## src/rtl/signed_add_pkg.sv

```systemverilog
// Shared types and constants for the byte-serial signed adder.
// Optional subtract mode is enabled with the SIGNED_ADD_SUB_EN macro.
package signed_add_pkg;

   localparam int unsigned BYTE_W = 8;

   typedef enum logic [1:0] {IDLE, RUN, DONE} state_t;

   // Index width, never narrower than one bit so NBYTES=1 still has a legal counter.
   function automatic int unsigned idx_w(input int unsigned nbytes);
      return (nbytes > 1) ? $clog2(nbytes) : 1;
   endfunction

endpackage

```

## src/rtl/signed_add_byte_slice.sv

```systemverilog
// Combinational 8-bit add slice exposing the carry into bit 7 so the
// sequencer can form signed overflow by the carry method.
module signed_add_byte_slice
   import signed_add_pkg::*;
(
   input  logic [BYTE_W-1:0] a,
   input  logic [BYTE_W-1:0] b,
   input  logic              cin,
   output logic [BYTE_W-1:0] sum,
   output logic              cout,
   output logic              ovf
);

   logic [BYTE_W-2:0] low;
   logic              c7;
   logic              top;

   always_comb begin
      {c7, low}   = {1'b0, a[BYTE_W-2:0]} + {1'b0, b[BYTE_W-2:0]} + {{(BYTE_W-1){1'b0}}, cin};
      {cout, top} = {1'b0, a[BYTE_W-1]} + {1'b0, b[BYTE_W-1]} + {1'b0, c7};
      sum         = {top, low};
      ovf         = c7 ^ cout;
   end

endmodule

```

## src/rtl/signed_add_sequencer.sv

```systemverilog
// Wide two's-complement adder that reuses one byte slice over NBYTES cycles, LSB first.
// Define SIGNED_ADD_SUB_EN to add the in_sub port (A-B via inverted B and carry-in of 1).
module signed_add_sequencer
   import signed_add_pkg::*;
#(
   parameter int unsigned NBYTES = 4
) (
   input  logic                       clk,
   input  logic                       areset,
   input  logic                       in_valid,
   output logic                       in_ready,
`ifdef SIGNED_ADD_SUB_EN
   input  logic                       in_sub,
`endif
   input  logic [NBYTES*BYTE_W-1:0]   in_a,
   input  logic [NBYTES*BYTE_W-1:0]   in_b,
   output logic                       out_valid,
   input  logic                       out_ready,
   output logic [NBYTES*BYTE_W-1:0]   out_sum,
   output logic                       out_overflow,
   output logic                       out_carry
);

   localparam int unsigned W    = NBYTES * BYTE_W;
   localparam int unsigned IW   = idx_w(NBYTES);
   localparam logic [IW-1:0] LAST = IW'(NBYTES - 1);

   state_t            state_q, state_d;
   logic [W-1:0]      a_q, b_q, sum_q, sum_d;
   logic [IW-1:0]     idx_q;
   logic              carry_q, ovf_q, cout_q;
   logic [BYTE_W-1:0] a_byte, b_byte, s_byte;
   logic              s_cout, s_ovf;
   logic              accept, last, init_cin;
   logic [W-1:0]      b_in;

`ifdef SIGNED_ADD_SUB_EN
   // Subtraction is folded in at latch time: store ~B and seed the carry with 1.
   assign init_cin = in_sub;
   assign b_in     = in_sub ? ~in_b : in_b;
`else
   assign init_cin = 1'b0;
   assign b_in     = in_b;
`endif

   assign accept = in_valid && in_ready;
   assign last   = (idx_q == LAST);

   always_comb begin
      a_byte = '0;
      b_byte = '0;
      sum_d  = sum_q;
      for (int i = 0; i < int'(NBYTES); i++) begin
         if (idx_q == IW'(i)) begin
            a_byte                      = a_q[i*BYTE_W +: BYTE_W];
            b_byte                      = b_q[i*BYTE_W +: BYTE_W];
            sum_d[i*BYTE_W +: BYTE_W]   = s_byte;
         end
      end
   end

   signed_add_byte_slice u_slice (
      .a    (a_byte),
      .b    (b_byte),
      .cin  (carry_q),
      .sum  (s_byte),
      .cout (s_cout),
      .ovf  (s_ovf)
   );

   always_ff @(posedge clk or posedge areset) begin
      if (areset) begin
         state_q <= IDLE;
      end else begin
         state_q <= state_d;
      end
   end

   always_comb begin
      state_d = state_q;
      unique case (state_q)
         IDLE:    if (accept)    state_d = RUN;
         RUN:     if (last)      state_d = DONE;
         DONE:    if (out_ready) state_d = IDLE;
         default:                state_d = IDLE;
      endcase
   end

   always_comb begin
      in_ready  = (state_q == IDLE);
      out_valid = (state_q == DONE);
   end

   always_ff @(posedge clk or posedge areset) begin
      if (areset) begin
         a_q     <= '0;
         b_q     <= '0;
         sum_q   <= '0;
         idx_q   <= '0;
         carry_q <= 1'b0;
         ovf_q   <= 1'b0;
         cout_q  <= 1'b0;
      end else if (accept) begin
         a_q     <= in_a;
         b_q     <= b_in;
         idx_q   <= '0;
         carry_q <= init_cin;
      end else if (state_q == RUN) begin
         sum_q   <= sum_d;
         carry_q <= s_cout;
         idx_q   <= idx_q + 1'b1;
         if (last) begin
            ovf_q  <= s_ovf;
            cout_q <= s_cout;
         end
      end
   end

   assign out_sum      = sum_q;
   assign out_overflow = ovf_q;
   assign out_carry    = cout_q;

endmodule
```

## config.mk

```make
export PLATFORM = sky130hd
export DESIGN_NAME = signed_add_sequencer
export DESIGN_NICKNAME = d
export VERILOG_FILES = /design/src/rtl/signed_add_pkg.sv /design/src/rtl/signed_add_byte_slice.sv /design/src/rtl/signed_add_sequencer.sv
export SDC_FILE = /design/constraint.sdc
export NUM_CORES = 1
export LEC_CHECK = 0
export ABC_AREA = 1
export CAP_MARGIN = 30
export CORE_MARGIN = 3
export CORE_UTILIZATION = 46
export DETAILED_ROUTE_END_ITERATION = 8
export GPL_ROUTABILITY_DRIVEN = 1
export PLACE_DENSITY = 0.81
export SLEW_MARGIN = 20
export SYNTH_ARGS = -nofsm -noshare
export SYNTH_HDL_FRONTEND = slang
export SYNTH_SLANG_ARGS = --single-unit
export TNS_END_PERCENT = 30
```

## constraint.sdc

```tcl
create_clock -name clk -period 3.5 [get_ports clk]
set_input_delay 0.7 -clock clk [delete_from_list [all_inputs] [get_ports clk]]
set_output_delay 0.7 -clock clk [all_outputs]
set_load 0.05 [all_outputs]
```

# == Word level (Yosys, flattened, before mapping) ==
# Index checks and enable logic that the tools add are counted.
# word_totals
ff_bits,103
latchBits,0
ram_bits,0
romBits,0
in_bits,68
wordCells,51
n_memories,0
# classes
n_addsub,5
multipliers,0
div,0
magnitude_cmp,0
n_eq_ne,8
shift,0
muxes,16
bitwise,2
n_reduce_logical,9
# ops
operator,count
2-to-1 mux 8 bit,8
AND reduction 3 bit,5
2-to-1 mux 2 bit,5
adder 7 x 7 -> 8 bit,1
adder 8 x 1 -> 8 bit,1
equality test 2 bit (second input constant),3
case mux 2 bit (3 select lines),1
equality test 2 x 1 -> 1 bit (second input constant),2
logical NOT 2 bit,2
!= test 2 x 1 -> 1 bit (second input constant),2
adder 1 x 1 -> 2 bit,1
adder 2 x 1 -> 2 bit,1
adder 2 x 1 -> 2 bit (second input constant),1
2-to-1 mux 1 bit,2
!= test 2 bit (second input constant),1
nonzero test 2 bit,1
logical AND 1 bit,1
NOT 1 bit,1
bitwise XOR 1 bit,1

# == Logic depth before layout (Yosys ltp) ==
# logic_depth
depth_word,10
mapped_depth,20
mapped_depth_nobuf,19

# == Modules after synthesis ==
# Synthesis repeated with hierarchy kept, for this count alone.
# hier_totals
hier_cells,632
area_unflattened_um2,5073.6
# modules_own_cells
module,instances,cells_each,area_each_um2
signed_add_sequencer,1,569,4698.3
signed_add_byte_slice,1,63,375.4

# == Least setup slack after synthesis ==
# OpenSTA, ideal clock, no wires.
# synth_timing
path_kind,register to register
start,reg idx_q[0]
end,"reg ovf_q, in the netlist out_overflow"
setup_time_ns,0.125
t_arrival_ns,2.777
slack_ns,0.597
path_stages_with_launch,15
path_buffers,1
synth_period_minus_slack_ns,2.903
path_cell_list,dfrtp_1 -> ha_1 -> inv_1 -> clkbuf_1 -> o21ai_0 -> o21ai_0 -> ha_1 -> or2_2 -> nand4_1 -> nand2_1 -> fa_1 -> inv_1 -> nor2_1 -> nand3_1 -> nand3_1
# synth_between
elab_chain_len,9
word_cells_on_any_way,18
# synth_rtl
element,line_no,text
from (decl),signed_add_sequencer.sv:30,logic [IW-1:0] idx_q;
from (signal assigned),signed_add_sequencer.sv:111,idx_q <= idx_q + 1'b1;
logical NOT 2 bit,signed_add_sequencer.sv:54,if (idx_q == IW'(i)) begin
2-to-1 mux 8 bit (4 in a row),signed_add_sequencer.sv:54,
adder 7 x 7 -> 8 bit,signed_add_byte_slice.sv:19,"{c7, low} = {1'b0, a[BYTE_W-2:0]} + {1'b0, b[BYTE_W-2:0]} + {{(BYTE_W-1){1'b0}}, cin};"
adder 8 x 1 -> 8 bit,signed_add_byte_slice.sv:19,
adder 2 x 1 -> 2 bit *,signed_add_byte_slice.sv:20,"{cout, top} = {1'b0, a[BYTE_W-1]} + {1'b0, b[BYTE_W-1]} + {1'b0, c7};"
named net s_cout,signed_add_sequencer.sv:33,"logic s_cout, s_ovf;"
bitwise XOR 1 bit *,signed_add_byte_slice.sv:22,ovf = c7 ^ cout;
to (signal assigned),signed_add_sequencer.sv:113,ovf_q <= s_ovf;
to (decl),signed_add_sequencer.sv:31,"logic carry_q, ovf_q, cout_q;"
# Mark *: on every way through the listed nets, which the timed path passes. The rest lies on a longest branch.
# A chain may end at the register's enable or synchronous reset.

# == Worst setup path after layout ==
# layout_timing
start,reg idx_q[1]
end,"reg ovf_q, in the netlist out_overflow"
# The elaborated chain is that of the path after synthesis.

==> summary.txt <==
Run status
  – Outcome: finished, final reports clean

Worst setup path
  – R2R Path End: out_overflow
  – Worst r2r src: idx_q[1]
  – Worst r2r path cells: 16
  – Worst EP required: 3.74 ns
  – CP Launch Type: flop
  – CP peak stage delay: 0.43 ns
  – Max FO, Critical Path: 16
  – Worst Setup End Kind: flop
  – Worst path buffer plus inverter count: 3
  – Worst R2R Setup Slack: 0.27 ns
  – CP most frequent cell: nand2_1
  – Family with the most delay on the worst path: adder cells
  – Critical path class: reg -> reg
  – Critical path, cell by cell: inv_1 -> ha_4 -> buf_4 -> nand2_1 -> o21ai_0 -> nand2_1 -> a22oi_1 -> ha_1 -> or2_2 -> nand4_1 -> nand2_1 -> fa_1 -> inv_1 -> nor2_1 -> nand3_1 -> nand3_1
  – CP max-delay cell: fa_1
  – Worst Path Arrival: 3.47 ns

Pwr
  – Total leakage power: 0.00311 uW
  – PD cells: 1100 nW/um^2
  – VDD IR-drop max: 0.613 mV

CTS
  – Cts bufs inserted: 9
  – Clock-pin transition on the worst setup and hold timing paths: 0.09 ns
  – Max H-tree Level: 3
  – Clk_lat worst skew: 0.36 ns
  – CTS tree: yes
  – Maximum clock insertion buffer count: 2
  – # clock sinks: 103
  – Clock Root Buffer: clkbuf_8

Timing
  – Slew Limit Fails: 0
  – Clk_skew: 0.0146 ns
  – Actual slew at the worst max-slew pin: 0.598 ns
  – Final setup fails: 0
  – Crit share post-route: 92.3%
  – Fin crit period: 3.23 ns
  – Endpoints failing hold: 0
  – Setup TNS: 0 ns
  – RSZ-0062 raised after global routing: no
  – Slew margin rel.: 60.1%
  – FMAX: 309 MHz

GRT
  – Vias in the first global route: 4021
  – Aggregate global-route resource usage: 20.3%
  – First-pass GRT wire length: 19.2 mm
  – Initial antenna violation count: 0
  – Pin count of the biggest net entering global routing: 61
  – GRT Residual Overflow: 0

Synthesis
  – Mapped Nets: 688
  – Netlist cell types: 26
  – Average cell area after synthesis: 8.17 um^2
  – Flops & latches, synth: 103
  – Number of synthesized flops with an enable pin: 0
  – Largest area contributor in the netlist: dfrtp_1
  – Synth Instances: 607
  – Seq/Total Area, Yosys: 52.0%
  – Ranking of synthesized cells by area: dfrtp_1 52%, nand2_1 22%, o21ai_0 5.0%, inv_1 2.8%, ha_1 2.5%
  – Top FF cell, synth: dfrtp_1
  – Post-Syn Area: 4960 um^2
  – Post-synth ARST share: 100%
  – Synth top area share: 52.0%
  – Yosys warning total: 0

Hold path
  – Hold Startpoint: out_sum[26]
  – WHS Path Cells: 2
  – Hold Path Class: reg -> reg
  – Hold EP: out_sum[26]

Final layout
  – Ant. Diodes: 0
  – Most frequent cells in the layout: 287 x nand2_1, 103 x dfrtp_1, 103 x clkdlybuf4s50_1
  – Layout cells sized above 1: 8.32%
  – Filler Cell Count: 878
  – Final #Nets: 786
  – Layout area overhead: 26.8%
  – Final core occ: 60.4%
  – Commonest non-fill, non-tap cell in the layout: nand2_1

Routing
  – Drt total wl: 11.9 mm
  – Starting DRC count in detailed routing: 299
  – Vias per cell: 5.02
  – Vias: 4240
  – Post-route ant nets: 0
  – Drt wl/cell: 14.0 um
  – DRC: 0
  – Pre-antenna DRT Iters: 5

Die
  – Initial Util: 47.6%
  – Ports: 104
  – Area of the core: 10400 um^2
  – Die W: 110 um
  – Chip height: 110 um
  – Die ar.: 12100 um^2
  – Num rows: 37

Place
  – Port bufs: 103
  – RePlAce Congestion: 0.896
  – Post-DP HPWL: 9.07 mm

Flow run
  – Max_cap viols: 0
timing repair:
item | CTS | global route
buffers inserted | 0 | 1
hold buffers | 0 | 0
gates resized for setup | 0 | 9
hold endpoints to repair | 0 | 0
setup endpoints to repair | 0 | 7
tightest hold or removal path, delay by kind of cell, from the launching register on:
kind	cells	cell delay [ns]
flops	1	0.35
simple gates	2	0.09
per-stage QoR:
stage          instance area, um^2  instances  worst slack (ns)  total power [uW]  hold slack [ns]
2_1_floorplan                 4960        607            0.0962              5060            0.444
3_3_place_gp                  6070        828             0.310              6150            0.454
3_5_place_dp                  6070        828             0.129              6240            0.464
4_1_cts                       6240        843             0.105              6890            0.486
5_1_grt                       6290        845           0.00684              7530            0.509
6_report                      6290        845             0.268              6950            0.477
worst max-delay path by stage:
stage	to	slack, ns	cells past startpoint	start
after floorplan	a_q[0]	0.1	1	areset
after global placement	out_overflow	0.31	16	idx_q[0]
after detailed placement	out_overflow	0.13	17	idx_q[1]
after CTS	out_overflow	0.10	16	idx_q[0]
after global routing	out_overflow	0.007	16	idx_q[1]
final	out_overflow	0.27	16	idx_q[1]
state kept, by name, indices dropped and copies added (netlist names):
register	flops
carry_q	1
out_carry	1
idx_q	2
a_q	32
out_overflow	1
out_sum	32
state_q	2
b_q	32
power by group:
| group | total (uW) | internal (uW) | switching, uW |
|---|---|---|---|
| clock network | 642 | 255 | 388 |
| registers | 2080 | 1750 | 329 |
| logic | 4220 | 1380 | 2840 |
cell families after synthesis:
family / synth area share, %
fa+ha+maj: 3.73
xor+xnor: 0.177
simple gates: 27.5
flops: 52.0
buf+inv: 6.61
compound gates: 10.0
cell type report:
cell class / instances / area (um^2) / area share [%]
clock buffer: 10 / 128 / 2.03
timing repair buffer: 113 / 1120 / 17.8
sequential: 103 / 2580 / 41.0
tap: 136 / 170 / 2.71
clock inverter: 5 / 36.3 / 0.577
multi-input combinational: 435 / 2090 / 33.2
inverter: 42 / 164 / 2.61
timing repair inverter: 1 / 5.00 / 0.0796
Yosys cell counts (2+ instances only):
cell type / n
fa_1: 3
nand3_1: 25
a21oi_1: 12
buf_6: 6
nand2_4: 2
buf_2: 12
nor2_1: 14
ha_1: 10
a21o_1: 2
inv_1: 37
inv_2: 5
clkbuf_1: 6
nand2_1: 287
a22oi_1: 6
o21ai_2: 13
nor2_4: 4
or2_2: 2
buf_4: 2
dfrtp_1: 103
o21ai_0: 50
routing by layer:
metal | part of all wire [%] | global-route usage (%)
met4 | 1.2 | 4.19
met3 | 6.5 | 4.35
met1 | 45 | 28.0
met2 | 47 | 33.1
met5 | 0 | 0
(Power assumes the default switching activity.)
